### config.mk
export PLATFORM = sky130hd
export DESIGN_NAME = z80_bus_interface
export DESIGN_NICKNAME = d
export VERILOG_FILES = /design/src/rtl/z80_bus_interface.sv
export SDC_FILE = /design/constraint.sdc
export NUM_CORES = 1
export LEC_CHECK = 0
export ABC_AREA = 1
export CORE_MARGIN = 2
export CORE_UTILIZATION = 40
export CTS_CLUSTER_DIAMETER = 40
export DETAILED_ROUTE_END_ITERATION = 12
export PLACE_DENSITY = 0.67
export SYNTH_ARGS = -nofsm -noshare
export SYNTH_HDL_FRONTEND = slang
export SYNTH_SLANG_ARGS = --single-unit
export TNS_END_PERCENT = 10
### constraint.sdc
create_clock -name clk -period 2 [get_ports clk]
set_input_delay 0.4 -clock clk [delete_from_list [all_inputs] [get_ports clk]]
set_output_delay 0.4 -clock clk [all_outputs]
set_load 0.02 [all_outputs]
### src/rtl/z80_bus_interface.sv
// Z80 host bus front end for GPU RAM Port A. It synchronises the Z80 strobes and decodes the
// 16 KB window and the bank port. It then issues mux requests and holds WAIT until read data returns.
module z80_bus_interface #(
  parameter logic [1:0] WINDOW_TAG   = 2'b10,
  parameter logic [7:0] IO_BANK_PORT = 8'hF0,
  parameter int         TIMEOUT      = 15
) (
  input  logic        clk,
  input  logic        reset,
  input  logic [15:0] z80_addr,
  input  logic [7:0]  z80_data_in,
  input  logic        z80_mreq_n,
  input  logic        z80_iorq_n,
  input  logic        z80_rd_n,
  input  logic        z80_wr_n,
  input  logic        z80_m1_n,
  output logic [7:0]  z80_data_out,
  output logic        z80_data_oe,
  output logic        z80_wait_n,
  output logic        rd_req_a,
  output logic        wr_ena_a,
  output logic [19:0] address_a,
  output logic [7:0]  data_in_a,
  input  logic        gpu_rd_rdy_a,
  input  logic [7:0]  data_out_a,
  output logic [5:0]  bank
);

  localparam int TW = $clog2(TIMEOUT + 1);
  localparam logic [TW-1:0] TMO_LAST = TW'(TIMEOUT - 1);

  typedef enum logic [2:0] {
    S_IDLE,
    S_WR_ISSUE,
    S_RD_WAIT,
    S_RD_HOLD,
    S_END_WAIT
  } state_t;

  // Strobe vector bit order: mreq, iorq, rd, wr, m1.
  logic [4:0]  strobe_n;
  logic [4:0]  sync1_q;
  logic [4:0]  sync2_q;
  logic [4:0]  act_q;
  logic [15:0] addr_q;
  logic [7:0]  wdata_q;

  assign strobe_n = {z80_m1_n, z80_wr_n, z80_rd_n, z80_iorq_n, z80_mreq_n};

  // The synchroniser is left out of reset on purpose. A strobe that is held through reset
  // must still read as held, so that the access is not mistaken for a new cycle.
  always_ff @(posedge clk) begin
    sync1_q <= strobe_n;
    sync2_q <= sync1_q;
    act_q   <= ~sync2_q;
    addr_q  <= z80_addr;
    wdata_q <= z80_data_in;
  end

  logic mreq_s, iorq_s, rd_s, wr_s, m1_s;
  logic win_hit, port_hit, any_access;
  logic memwr, memrd, iowr, iord;

  assign mreq_s     = act_q[0];
  assign iorq_s     = act_q[1];
  assign rd_s       = act_q[2];
  assign wr_s       = act_q[3];
  assign m1_s       = act_q[4];
  assign win_hit    = (addr_q[15:14] == WINDOW_TAG);
  assign port_hit   = (addr_q[7:0] == IO_BANK_PORT);
  assign any_access = mreq_s | iorq_s;

  assign memwr = mreq_s & wr_s & win_hit;
  assign memrd = mreq_s & rd_s & win_hit;
  assign iowr  = iorq_s & ~m1_s & wr_s & port_hit;
  assign iord  = iorq_s & ~m1_s & rd_s & port_hit;

  state_t        state_q;
  logic [TW-1:0] tmo_cnt_q;
  logic          wr_second_q;
  logic          block_q;
  logic [7:0]    data_out_q;
  logic          data_oe_q;
  logic          wait_n_q;
  logic          rd_req_q;
  logic          wr_ena_q;
  logic [19:0]   address_q;
  logic [7:0]    data_in_q;
  logic [5:0]    bank_q;

  always_ff @(posedge clk) begin
    if (reset) begin
      state_q     <= S_IDLE;
      tmo_cnt_q   <= '0;
      wr_second_q <= 1'b0;
      block_q     <= 1'b1;
      data_out_q  <= 8'h00;
      data_oe_q   <= 1'b0;
      wait_n_q    <= 1'b1;
      rd_req_q    <= 1'b0;
      wr_ena_q    <= 1'b0;
      address_q   <= '0;
      data_in_q   <= 8'h00;
      bank_q      <= 6'h00;
    end else begin
      // After reset, any access still in progress must finish before a new one is decoded.
      if (!any_access) begin
        block_q <= 1'b0;
      end
      case (state_q)
        S_IDLE: begin
          if (!block_q) begin
            if (memwr) begin
              address_q   <= {bank_q, addr_q[13:0]};
              data_in_q   <= wdata_q;
              wr_ena_q    <= 1'b1;
              wr_second_q <= 1'b0;
              state_q     <= S_WR_ISSUE;
            end else if (memrd) begin
              address_q <= {bank_q, addr_q[13:0]};
              rd_req_q  <= 1'b1;
              wait_n_q  <= 1'b0;
              tmo_cnt_q <= '0;
              state_q   <= S_RD_WAIT;
            end else if (iowr) begin
              bank_q  <= wdata_q[5:0];
              state_q <= S_END_WAIT;
            end else if (iord) begin
              data_out_q <= {2'b00, bank_q};
              data_oe_q  <= 1'b1;
              state_q    <= S_RD_HOLD;
            end
          end
        end
        S_WR_ISSUE: begin
          // The write is held for two clocks so that it survives one clock blocked by Port B.
          if (!wr_second_q) begin
            wr_second_q <= 1'b1;
          end else begin
            wr_second_q <= 1'b0;
            wr_ena_q    <= 1'b0;
            state_q     <= S_END_WAIT;
          end
        end
        S_RD_WAIT: begin
          if (gpu_rd_rdy_a) begin
            data_out_q <= data_out_a;
            rd_req_q   <= 1'b0;
            wait_n_q   <= 1'b1;
            data_oe_q  <= 1'b1;
            state_q    <= S_RD_HOLD;
          end else if (tmo_cnt_q == TMO_LAST) begin
            data_out_q <= 8'hFF;
            rd_req_q   <= 1'b0;
            wait_n_q   <= 1'b1;
            data_oe_q  <= 1'b1;
            state_q    <= S_RD_HOLD;
          end else begin
            tmo_cnt_q <= tmo_cnt_q + 1'b1;
          end
        end
        S_RD_HOLD: begin
          if (!rd_s || !any_access) begin
            data_oe_q <= 1'b0;
            state_q   <= S_IDLE;
          end
        end
        S_END_WAIT: begin
          if (!any_access) begin
            state_q <= S_IDLE;
          end
        end
        default: state_q <= S_IDLE;
      endcase
    end
  end

  assign z80_data_out = data_out_q;
  assign z80_data_oe  = data_oe_q;
  assign z80_wait_n   = wait_n_q;
  assign rd_req_a     = rd_req_q;
  assign wr_ena_a     = wr_ena_q;
  assign address_a    = address_q;
  assign data_in_a    = data_in_q;
  assign bank         = bank_q;

endmodule

* Yosys cells after proc, flatten, opt, wreduce, memory -nomap -nowiden
Cells that the tools add are included.
** Word-level totals
- Bits in registers :: 94
- Logic and storage cells :: 126
** Cells by class
- Add/sub/neg operators :: 1
- Eq/ne operators :: 21
- Multiplexer cells :: 54
- Bitwise gates (word level) :: 15
- Reduce and logical (&&, ||, !) cells :: 18
** Operators by type and width (count)
- 2-to-1 mux 8 bit :: 7
- 2-to-1 mux 20 bit :: 2
- 2-to-1 mux 3 bit :: 10
- inequality test 2 bit (second input constant) :: 12
- 2-to-1 mux 1 bit :: 22
- 2-to-1 mux 4 bit :: 5
- case mux 8 bit (2 select lines) :: 1
- case mux 3 bit (5 select lines) :: 1
- AND reduction 6 bit :: 2
- AND reduction 5 bit :: 2
- AND 1 bit :: 9
- AND reduction 3 bit :: 3
- equality test 8 bit (second input constant) :: 1
- case mux 1 bit (2 select lines) :: 4
- case mux 4 bit (2 select lines) :: 1
- AND reduction 8 bit :: 1
- AND reduction 7 bit :: 1
- equality test 3 x 2 -> 1 bit (second input constant) :: 2
- nonzero test 2 bit :: 3
- inequality test 5 bit (second input constant) :: 1
- inverter 5 bit :: 1
- adder 4 x 1 -> 4 bit (second input constant) :: 1
- equality test 4 bit (second input constant) :: 1
- inverter 1 bit :: 4
- 11 further kinds :: 12

* Logic depth before layout (Yosys ltp)
Gate-level depths: netlist of the first run.
- Depth in word-level cells :: 10
- Mapped depth :: 10

* Worst setup path before layout of the first run
No wires, ideal clock.
- Kind :: reg2reg
- From :: register tmo_cnt_q[0]
- To :: register data_oe_q (netlist: z80_data_oe)
- Arrival :: 1229 ps
- Required time :: 1887 ps
- Path slack :: 658 ps
- Cell stages (with the launch flop) :: 11
- Path buffers :: 0
- Period minus slack after synthesis :: 1342 ps
- Cell sequence :: dfxtp_1 -> inv_1 -> ha_1 -> nand3_1 -> nand2_1 -> o21ai_0 -> nor2_1 -> nand3_1 -> nand2_1 -> nand2_1 -> nor2_1
** On the way
- Longest elaborated chain between the ends :: 3
** RTL lines
- start: declaration :: RTL line 79 : logic [TW-1:0] tmo_cnt_q;
- start signal: assignment :: RTL line 159 : tmo_cnt_q <= tmo_cnt_q + 1'b1;
- equality test 4 bit :: RTL line 152 : end else if (tmo_cnt_q == TMO_LAST) begin
- inequality test 3 bit (no source line)
- AND reduction 8 bit (no source line)
- end signal: assignment :: RTL line 150 : data_oe_q <= 1'b1;
- end signal: assignment :: RTL line 156 : data_oe_q <= 1'b1;
- end signal: assignment :: RTL line 164 : data_oe_q <= 1'b0;
- end: declaration :: RTL line 83 : logic data_oe_q;
No other way between the ends.
A chain may end at the register's enable or synchronous reset.

* Worst setup path in the final report of the first run
- From :: register address_q[18] (netlist: address_a[18])
- To :: output port address_a[18]
** RTL lines
- start: declaration :: RTL line 87 : logic [19:0] address_q;
- start signal: assignment :: RTL line 114 : address_q <= {bank_q, addr_q[13:0]};
- start signal: assignment :: RTL line 120 : address_q <= {bank_q, addr_q[13:0]};
- end: declaration :: RTL line 22 : output logic [19:0] address_a,
No word-level cell between the ends.

==> run summary, run 1 <==
- CP startpoint kind: flop
- antenna violations before repair: 0
- register bit count reported by yosys: 94
- TritonRoute pass-1 iters: 4
- total setup buffers inserted after CTS: 0
- slew at the pin with the worst max-slew slack: 598 ps
- maximum number of pins on one net before global-route repair: 47
- CP max stage delay: 620 ps
- setup repair after global routing missed its margin: false
- maxcap violations: 0
- Buffers on Ports: 85
- # fillers: 784
- final period demand of the worst path: 1750 ps
- number of warnings reported in the yosys synthesis log: 0
- GR Util All Layers: 17.1%
- endpoint kind of the worst setup timing path: primary output
- data arrival time of the critical path: 1350 ps
- clock root cell: sky130_fd_sc_hd__clkbuf_8
- net count reported at finish: 561
- quantity of gates resized following cts: 0
- mean area per synthesized cell: 8.00 sq um
- Syn Inst Count: 428
- main flop type after synthesis: sky130_fd_sc_hd__dfxtp_1
- placement-stage worst setup slack: 247 ps
- via total after detailed routing: 2,927
- count of buffer and inverter cells on the critical path: 1
- Synth Net Count: 470
- fmax: 571 MHz
- Total Die Area: 9310 sq um
- top cells by area in the synthesized netlist: sky130_fd_sc_hd__dfxtp_1 55%, sky130_fd_sc_hd__nor2_1 9.9%, sky130_fd_sc_hd__nand2_1 7.6%
- number of enable-type register cells in the synthesized netlist: 0
- Antenna diodes: 0
- grt total ovfl: 0
- Critical Setup Path Class: reg -> out
- Skew-Pair Late Insertion Delay: 350 ps
- Post-CTS Hold Fix Bufs: 0
- wire length of the first global-routing pass: 12.3 mm
- leakage component of the power: 0.00196 uW
- reg-to-reg critical path startpoint: addr_q[1]$_DFF_P_
- sequential cell area fraction in the yosys report: 55.0%
- highest net fanout along the worst path: 2
- Required @ worst endpoint: 1600 ps
- Final ANT Viol Nets: 0
- Worst R2R End: bank[1]$_SDFFE_PP0P_
- least setup slack across all paths after layout: 250 ps
- number of different library cells in the post-synthesis netlist: 28
- DRC violation count after routing: 0
- Num Clock Sinks: 94
- register clock-pin slew on the reported worst setup and hold paths: 100 ps
- Tightest Hold Check Type: reg -> reg
- total standard cell area after synthesis: 3420 sq um
- wire length after detailed routing: 7.53 mm
- number of setup violations in the final report: 0
- maximum ir drop on the vdd rail: 0.494 mV
- most frequent standard cell in the layout excluding fill and tap cells: sky130_fd_sc_hd__dfxtp_1
- effective utilization at floorplan: 41.4%
- clock tree from TritonCTS: yes
- overall die height: 96.5 microns
- timing endpoint of the critical path: address_a[18]
- Final Hold Vio Count: 0
- origin of the worst setup path: address_a[18]$_SDFFE_PP0P_
- proportion of layout cells with a drive suffix above 1: 8.40%
- number of global-route vias before repair: 2,781
- routed wire length per instance: 12.0 microns
- routed vias/inst: 4.65
- async set-or-reset flop fraction in the synthesized netlist: 0%
- area share of the largest cell type after synthesis: 55.0%
- Reg2Reg Depth: 8
- slew margin rel.: 60.0%
- commonest non-fill, non-tap cells in the layout: 94 x sky130_fd_sc_hd__dfxtp_1, 90 x sky130_fd_sc_hd__nor2_1, 85 x sky130_fd_sc_hd__clkdlybuf4s50_1, 69 x sky130_fd_sc_hd__nand2_1, 46 x sky130_fd_sc_hd__o21ai_0
- detailed router's first-iteration violation count: 138
- Worst Skew: 12.9 ps
- Inserted Clock Buffers: 9
- final setup TNS: 0 ps
- total number of cells along the worst setup path: 1
- status: completed
- Final Wtd Congestion: 0.851
- sum of net half-perimeters after detailed placement: 5.53 mm
- share of the clock period used by the worst path after layout: 87.5%
- ports placed on the boundary: 86
- Horiz. Die Dim: 96.5 microns
- Area Growth Syn to Fin: 34.9%
- utilization after layout: 55.9%
- Pwr per Cell Area: 778 nW/um^2
- top cell type by total area after synthesis: sky130_fd_sc_hd__dfxtp_1
- cell type group with the largest total delay on the critical path: buffers and inverters
- Bufs on Longest Clock Path: 2
- cells along the critical path: clkdlybuf4s50_1
- Critical-path top delay cell: sky130_fd_sc_hd__clkdlybuf4s50_1
- H-Tree Level Count: 3
- cell row count: 33
- fin. max-slew vios: 0
- area of the core region: 8260 sq um
- flop-to-flop setup slack: 360 ps
-- kinds of logic (layout without fill, tap and decap cells) --
group,Yosys count,after routing,synth area share [%]
buf+inv,61,157,7.57
fa+ha+maj,2,2,0.731
simple gates,199,199,25.7
flops,94,94,55.0
compound gates,70,70,10.5
xor+xnor,2,2,0.512
-- layer usage --
layer	up-vias	wire length, microns	GRT usage, %	share of wire (%)
li1	1529	-	-	-
met1	1285	3460	21.5	46
met2	102	3370	27.9	45
met3	11	564	4.11	7.5
met4	0	127	7.51	1.7
met5	-	0	0	0
-- report_power, final --
group / leakage, uW / switching [uW] / internal, uW
clock: 0.000107 / 698 / 637
sequential: 0.000773 / 27.2 / 1930
combinational: 0.00108 / 153 / 145
total: 0.00196 / 878 / 2710
-- cells in the mapped netlist (3+ instances only) --
cell type / n
sky130_fd_sc_hd__nand2_1: 69
sky130_fd_sc_hd__o21ai_0: 46
sky130_fd_sc_hd__inv_2: 4
sky130_fd_sc_hd__nand3_1: 23
sky130_fd_sc_hd__nor2_4: 3
sky130_fd_sc_hd__a21oi_1: 20
sky130_fd_sc_hd__buf_2: 7
sky130_fd_sc_hd__nor2_1: 90
sky130_fd_sc_hd__dfxtp_1: 94
sky130_fd_sc_hd__nor2_2: 4
sky130_fd_sc_hd__nand3_2: 3
sky130_fd_sc_hd__clkbuf_1: 3
sky130_fd_sc_hd__inv_1: 42
-- worst reg2reg max path: stages, from the launching register on --
cell and delay, ps:
sky130_fd_sc_hd__dfxtp_1 320, sky130_fd_sc_hd__inv_1 70, sky130_fd_sc_hd__nand2_1 50, sky130_fd_sc_hd__nor2_1 180, sky130_fd_sc_hd__nand3_2 140, sky130_fd_sc_hd__nor2_1 150, sky130_fd_sc_hd__nand3_1 370, sky130_fd_sc_hd__nor2_1 210
sky130_fd_sc_hd__nor2_1 70
-- worst min-delay path by stage --
stage                        from                 end  depth (start not counted)
6_report       sync1_q[0]$_DFF_P_  sync2_q[0]$_DFF_P_                          0
3_3_place_gp   sync1_q[4]$_DFF_P_  sync2_q[4]$_DFF_P_                          0
5_1_grt        sync1_q[4]$_DFF_P_  sync2_q[4]$_DFF_P_                          0
4_1_cts        sync1_q[0]$_DFF_P_  sync2_q[0]$_DFF_P_                          0
3_5_place_dp   sync1_q[0]$_DFF_P_  sync2_q[0]$_DFF_P_                          0
2_1_floorplan  sync1_q[0]$_DFF_P_  sync2_q[0]$_DFF_P_                          0
-- layout make-up --
| cell class | count | area (sq um) | area share (%) |
|---|---|---|---|
| flip-flops and latches | 94 | 1880 | 40.8 |
| multi-input cells | 273 | 1280 | 27.8 |
| repair buffers | 93 | 923 | 20.0 |
| inverters | 48 | 183 | 3.96 |
| clock buffers | 10 | 138 | 2.98 |
| well taps | 105 | 131 | 2.85 |
| clock inverters | 6 | 77.6 | 1.68 |
-- registers in the layout, summed over array words and instances, names as in the netlist, 3 cells and up --
register	flops
address_a	20
z80_data_out	8
act_q	5
tmo_cnt_q	4
bank	6
wdata_q	8
sync2_q	5
sync1_q	5
data_in_a	8
addr_q	16
state_q	3
-- metrics by stage --
stage	std cells	total power [uW]	hold slack [ps]	instance area [sq um]
finish	629	3590	334	4620
global route	629	3740	343	4620
CTS	629	3620	335	4620
detailed placement	613	2300	313	4400
global placement	613	2290	313	4400
floorplan	428	2160	310	3420
(Power assumes the default switching activity.)
==> run 2, diff against run 1 <==
GPL_TIMING_DRIVEN = 0   (was not set)
==> run summary, run 2 (synthesis gave the netlist of run 1 again) <==
- clock tree from TritonCTS: yes, unchanged
- CP startpoint kind: flop, unchanged
- via total after detailed routing: 2,923, was 2,927
- clock root cell: sky130_fd_sc_hd__clkbuf_8, unchanged
- Final Wtd Congestion: 0.869, was 0.851
- wire length of the first global-routing pass: 12.6 mm, was 12.3 mm
- fmax: 574 MHz, was 571 MHz
- final setup TNS: 0 ps, unchanged
- H-Tree Level Count: 3, unchanged
- Final ANT Viol Nets: 0, unchanged
- maximum ir drop on the vdd rail: 0.483 mV, was 0.494 mV
- number of global-route vias before repair: 2,821, was 2,781
- final period demand of the worst path: 1740 ps, was 1750 ps
- Bufs on Longest Clock Path: 2, unchanged
- cells along the critical path: clkdlybuf4s50_1, unchanged
- Area Growth Syn to Fin: 34.5%, was 34.9%
- Inserted Clock Buffers: 9, unchanged
- detailed router's first-iteration violation count: 93, was 138
- highest net fanout along the worst path: 2, unchanged
- cell type group with the largest total delay on the critical path: buffers and inverters, unchanged
- status: completed, unchanged
- slew margin rel.: 69.2%, was 60.0%
- ports placed on the boundary: 86, unchanged
- leakage component of the power: 0.00196 uW, about the same
- area of the core region: 8260 sq um, unchanged
- CP max stage delay: 630 ps, was 620 ps
- Critical-path top delay cell: sky130_fd_sc_hd__clkdlybuf4s50_1, unchanged
- maxcap violations: 0, unchanged
- Pwr per Cell Area: 773 nW/um^2, was 778 nW/um^2
- Post-CTS Hold Fix Bufs: 0, unchanged
- most frequent standard cell in the layout excluding fill and tap cells: sky130_fd_sc_hd__dfxtp_1, unchanged
- Required @ worst endpoint: 1600 ps, about the same
- count of buffer and inverter cells on the critical path: 1, unchanged
- total number of cells along the worst setup path: 1, unchanged
- Tightest Hold Check Type: reg -> reg, unchanged
- endpoint kind of the worst setup timing path: primary output, unchanged
- effective utilization at floorplan: 41.4%, unchanged
- total setup buffers inserted after CTS: 0, unchanged
- routed wire length per instance: 11.9 microns, was 12.0 microns
- commonest non-fill, non-tap cells in the layout: 94 x sky130_fd_sc_hd__dfxtp_1, 90 x sky130_fd_sc_hd__nor2_1, 84 x sky130_fd_sc_hd__clkdlybuf4s50_1, 69 x sky130_fd_sc_hd__nand2_1, 46 x sky130_fd_sc_hd__o21ai_0, was 94 x sky130_fd_sc_hd__dfxtp_1, 90 x sky130_fd_sc_hd__nor2_1, 85 x sky130_fd_sc_hd__clkdlybuf4s50_1, 69 x sky130_fd_sc_hd__nand2_1, 46 x sky130_fd_sc_hd__o21ai_0
- data arrival time of the critical path: 1340 ps, was 1350 ps
- max reg flops: 20, unchanged
- Skew-Pair Late Insertion Delay: 360 ps, was 350 ps
- proportion of layout cells with a drive suffix above 1: 8.52%, was 8.40%
- register clock-pin slew on the reported worst setup and hold paths: 100 ps, about the same
- Num Clock Sinks: 94, unchanged
- Horiz. Die Dim: 96.5 microns, unchanged
- Critical Setup Path Class: reg -> out, unchanged
- quantity of gates resized following cts: 0, unchanged
- cell row count: 33, unchanged
- setup repair after global routing missed its margin: false, unchanged
- Final Hold Vio Count: 0, unchanged
- Tot Pwr: 3560 uW, was 3590 uW
- TritonRoute pass-1 iters: 4, unchanged
- Total Die Area: 9310 sq um, unchanged
- routed vias/inst: 4.62, was 4.65
- sum of net half-perimeters after detailed placement: 5.72 mm, was 5.53 mm
- Worst Skew: 21.0 ps, was 12.9 ps
- slew at the pin with the worst max-slew slack: 461 ps, was 598 ps
- wire length after detailed routing: 7.56 mm, was 7.53 mm
- grt total ovfl: 0, unchanged
- depth of the worst hold-timing path: 0, unchanged
- fin. max-slew vios: 0, unchanged
- Reg2Reg Depth: 10, was 8
- overall die height: 96.5 microns, unchanged
- Antenna diodes: 0, unchanged
- share of the clock period used by the worst path after layout: 87.1%, was 87.5%
- Buffers on Ports: 84, was 85
- net count reported at finish: 565, was 561
- DRC violation count after routing: 0, unchanged
- antenna violations before repair: 0, unchanged
- GR Util All Layers: 17.7%, was 17.1%
- maximum number of pins on one net before global-route repair: 17, was 47
- number of setup violations in the final report: 0, unchanged
[run 2: changes by cell type in the layout (fill, tap and decap cells not counted)]
cell | before | now
sky130_fd_sc_hd__clkdlybuf4s50_1 | 85 | 84
sky130_fd_sc_hd__buf_6 | 0 | 2
sky130_fd_sc_hd__buf_2 | 0 | 7
sky130_fd_sc_hd__clkbuf_1 | 0 | 4
sky130_fd_sc_hd__inv_8 | 2 | 1
sky130_fd_sc_hd__buf_12 | 1 | 0
sky130_fd_sc_hd__buf_4 | 7 | 1
[run 2: metrics by stage]
stage	setup WS, ps	cells	instance area [sq um]	hold WS, ps	util (%)
after global placement	198	617	4390	312	53.2
after floorplan	658	428	3420	310	-
after global routing	177	633	4600	339	55.7
after CTS	226	633	4600	331	55.7
after detailed placement	160	617	4390	312	53.2
final	258	633	4600	332	55.7
[run 2: where the power goes]
part / internal, uW / switching (uW)
Combinational: 142 / 152
Sequential: 1930 / 26.5
Clock: 629 / 679
Total: 2700 / 857
[run 2: layer usage]
layer  vias to the layer above  track usage [%]  wire length, microns
met5                         -                0                     0
met4                         0             7.16                   138
met3                        15             6.21                   726
met2                       107             27.8                  3330
met1                      1264             22.2                  3370
li1                       1537                -                     -
[run 2: worst paths after layout]
check / startpoint / to / slack [ps]
worst min register to register: sync1_q[2]$_DFF_P_ / sync2_q[2]$_DFF_P_ / 330
worst max register to register: tmo_cnt_q[0]$_SDFFE_PP0P_ / z80_data_oe$_SDFFE_PP0P_ / 440
worst max-delay path: address_a[1]$_SDFFE_PP0P_ / address_a[1] / 260
worst min-delay path: sync1_q[2]$_DFF_P_ / sync2_q[2]$_DFF_P_ / 330
[run 2: cell type report]
class                           count  area [sq um]
Timing Repair Buffer               84           841
Multi-Input combinational cell    273          1280
Inverter                           48           183
Buffer                             13          76.3
Fill cell                         791          3660
Clock inverter                      5          66.3
Tap cell                          105           131
Sequential cell                    94          1880
Clock buffer                       11           141
==> run 3, diff against run 2 <==
CAP_MARGIN = 25   (was not set)
CORE_ASPECT_RATIO = 0.7   (was not set)
==> run summary, run 3 (synthesis gave the netlist of run 1 again) <==
- status: completed, unchanged
- Pwr per Cell Area: 826 nW/um^2, was 773 nW/um^2
- Critical-path top delay cell: sky130_fd_sc_hd__clkdlybuf4s50_1, unchanged
- total number of cells along the worst setup path: 1, unchanged
- detailed router's first-iteration violation count: 162, was 93
- cell type group with the largest total delay on the critical path: buffers and inverters, unchanged
- GR Util All Layers: 18.8%, was 17.7%
- area of all sequential standard cells: 1880 sq um, unchanged
- Num Clock Sinks: 94, unchanged
- slew at the pin with the worst max-slew slack: 598 ps, was 461 ps
- Area Growth Syn to Fin: 36.7%, was 34.5%
- data arrival time of the critical path: 1340 ps, about the same
- CP startpoint kind: flop, unchanged
- Tightest Hold Check Type: reg -> reg, unchanged
- wire length after detailed routing: 8.10 mm, was 7.56 mm
- sum of net half-perimeters after detailed placement: 6.04 mm, was 5.72 mm
- Bufs on Longest Clock Path: 2, unchanged
- Horiz. Die Dim: 115 microns, was 96.5 microns
- ports placed on the boundary: 86, unchanged
- hold wc startpoint: sync1_q[4]$_DFF_P_, was sync1_q[2]$_DFF_P_
- Worst Skew: 9.68 ps, was 21.0 ps
- routed wire length per instance: 12.8 microns, was 11.9 microns
- Antenna diodes: 0, unchanged
- CP max stage delay: 650 ps, was 630 ps
- Buffers on Ports: 84, unchanged
- cell row count: 28, was 33
- slew margin rel.: 60.0%, was 69.2%
- share of the clock period used by the worst path after layout: 86.8%, was 87.1%
- Tot Pwr: 3860 uW, was 3560 uW
- end point of the most critical hold path: sync2_q[4]$_DFF_P_, was sync2_q[2]$_DFF_P_
- quantity of gates resized following cts: 0, unchanged
- Skew-Pair Late Insertion Delay: 340 ps, was 360 ps
- grt total ovfl: 0, unchanged
- flop-to-flop setup slack: 340 ps, was 440 ps
- maximum number of pins on one net before global-route repair: 16, was 17
- area of the multi-input gates: 1280 sq um, unchanged
- final setup TNS: 0 ps, unchanged
- Final ANT Viol Nets: 0, unchanged
- placed cell count: 617, unchanged
- Total Die Area: 9320 sq um, was 9310 sq um
- Reg2Reg Depth: 7, was 10
- final period demand of the worst path: 1740 ps, about the same
- DRC violation count after routing: 0, unchanged
- clock root cell: sky130_fd_sc_hd__clkbuf_16, was sky130_fd_sc_hd__clkbuf_8
- number of global-route vias before repair: 2,892, was 2,821
- H-Tree Level Count: 3, unchanged
- fin. max-slew vios: 0, unchanged
- cells along the critical path: clkdlybuf4s50_1, unchanged
- most frequent standard cell in the layout excluding fill and tap cells: sky130_fd_sc_hd__dfxtp_1, unchanged
- Post-CTS Hold Fix Bufs: 0, unchanged
- wire length of the first global-routing pass: 13.4 mm, was 12.6 mm
- net count reported at finish: 565, unchanged
- area of the core region: 8370 sq um, was 8260 sq um
- highest net fanout along the worst path: 2, unchanged
- maxcap violations: 0, unchanged
- leakage component of the power: 0.00200 uW, was 0.00196 uW
- via total after detailed routing: 2,982, was 2,923
- effective utilization at floorplan: 40.9%, was 41.4%
- Critical Setup Path Class: reg -> out, unchanged
- overall die height: 81.4 microns, was 96.5 microns
- Required @ worst endpoint: 1600 ps, about the same
- fmax: 576 MHz, was 574 MHz
- count of buffer and inverter cells on the critical path: 1, unchanged
- maximum ir drop on the vdd rail: 0.597 mV, was 0.483 mV
- Final Wtd Congestion: 0.829, was 0.869
- clock tree from TritonCTS: yes, unchanged
- antenna violations before repair: 0, unchanged
- Final Hold Vio Count: 0, unchanged
- depth of the worst hold-timing path: 0, unchanged
- commonest non-fill, non-tap cells in the layout: 94 x sky130_fd_sc_hd__dfxtp_1, 90 x sky130_fd_sc_hd__nor2_1, 84 x sky130_fd_sc_hd__clkdlybuf4s50_1, 69 x sky130_fd_sc_hd__nand2_1, 46 x sky130_fd_sc_hd__o21ai_0, unchanged
- routed vias/inst: 4.72, was 4.62
- total setup buffers inserted after CTS: 0, unchanged
- Worst R2R End: data_in_a[5]$_SDFFE_PP0P_, was z80_data_oe$_SDFFE_PP0P_
- endpoint kind of the worst setup timing path: primary output, unchanged
- register clock-pin slew on the reported worst setup and hold paths: 70 ps, was 100 ps
- # fillers: 772, was 791
- proportion of layout cells with a drive suffix above 1: 8.54%, was 8.52%
- number of non-filler instances in the completed layout: 632, was 633
- number of setup violations in the final report: 0, unchanged
- Inserted Clock Buffers: 9, unchanged
- reg-to-reg critical path startpoint: state_q[2]$_SDFFE_PP0P_, was tmo_cnt_q[0]$_SDFFE_PP0P_
- setup repair after global routing missed its margin: false, unchanged
- TritonRoute pass-1 iters: 5, was 4
- max reg flops: 20, unchanged
[run 3: layer usage]
layer | share of wire, % | track usage [%] | vias up
met1 | 46 | 22.3 | 1355
met5 | 0 | 0 | -
li1 | - | - | 1533
met3 | 8.9 | 9.55 | 8
met2 | 44 | 30.0 | 86
met4 | 0.93 | 5.49 | 0
[run 3: final cells by class]
cell class | count | area share [%]
sequential | 94 | 40.2
clock buffer | 11 | 5.40
inverter | 48 | 3.90
clock inverter | 4 | 0.669
timing repair buffer | 84 | 18.0
multi-input combinational | 273 | 27.4
tap | 105 | 2.81
buffer | 13 | 1.63
[run 3: how the worst max path moves through the flow]
| stage | end | start | slack, ps |
|---|---|---|---|
| 2_1_floorplan | z80_data_oe$_SDFFE_PP0P_ | tmo_cnt_q[0]$_SDFFE_PP0P_ | 660 |
| 6_report | address_a[3] | address_a[3]$_SDFFE_PP0P_ | 260 |
| 5_1_grt | data_in_a[0]$_SDFFE_PP0P_ | act_q[0]$_DFF_P_ | 200 |
| 4_1_cts | address_a[3] | address_a[3]$_SDFFE_PP0P_ | 260 |
| 3_3_place_gp | z80_data_oe$_SDFFE_PP0P_ | gpu_rd_rdy_a | 120 |
| 3_5_place_dp | z80_data_oe$_SDFFE_PP0P_ | gpu_rd_rdy_a | 110 |
[run 3: through the flow]
stage          utilization (%)  hold slack, ps  cell area, sq um  setup slack [ps]
6_report                  55.9             327              4680               264
5_1_grt                   55.9             331              4680               205
4_1_cts                   55.9             329              4680               262
3_5_place_dp              52.5             317              4390               113
3_3_place_gp              52.5             315              4390               122
2_1_floorplan                -             310              3420               658
[run 3: power by group]
group	internal (uW)	leakage (uW)	switching, uW	total, uW
logic	141	0.00109	156	298
clock network	910	0.000142	697	1610
registers	1930	0.000773	27.4	1960
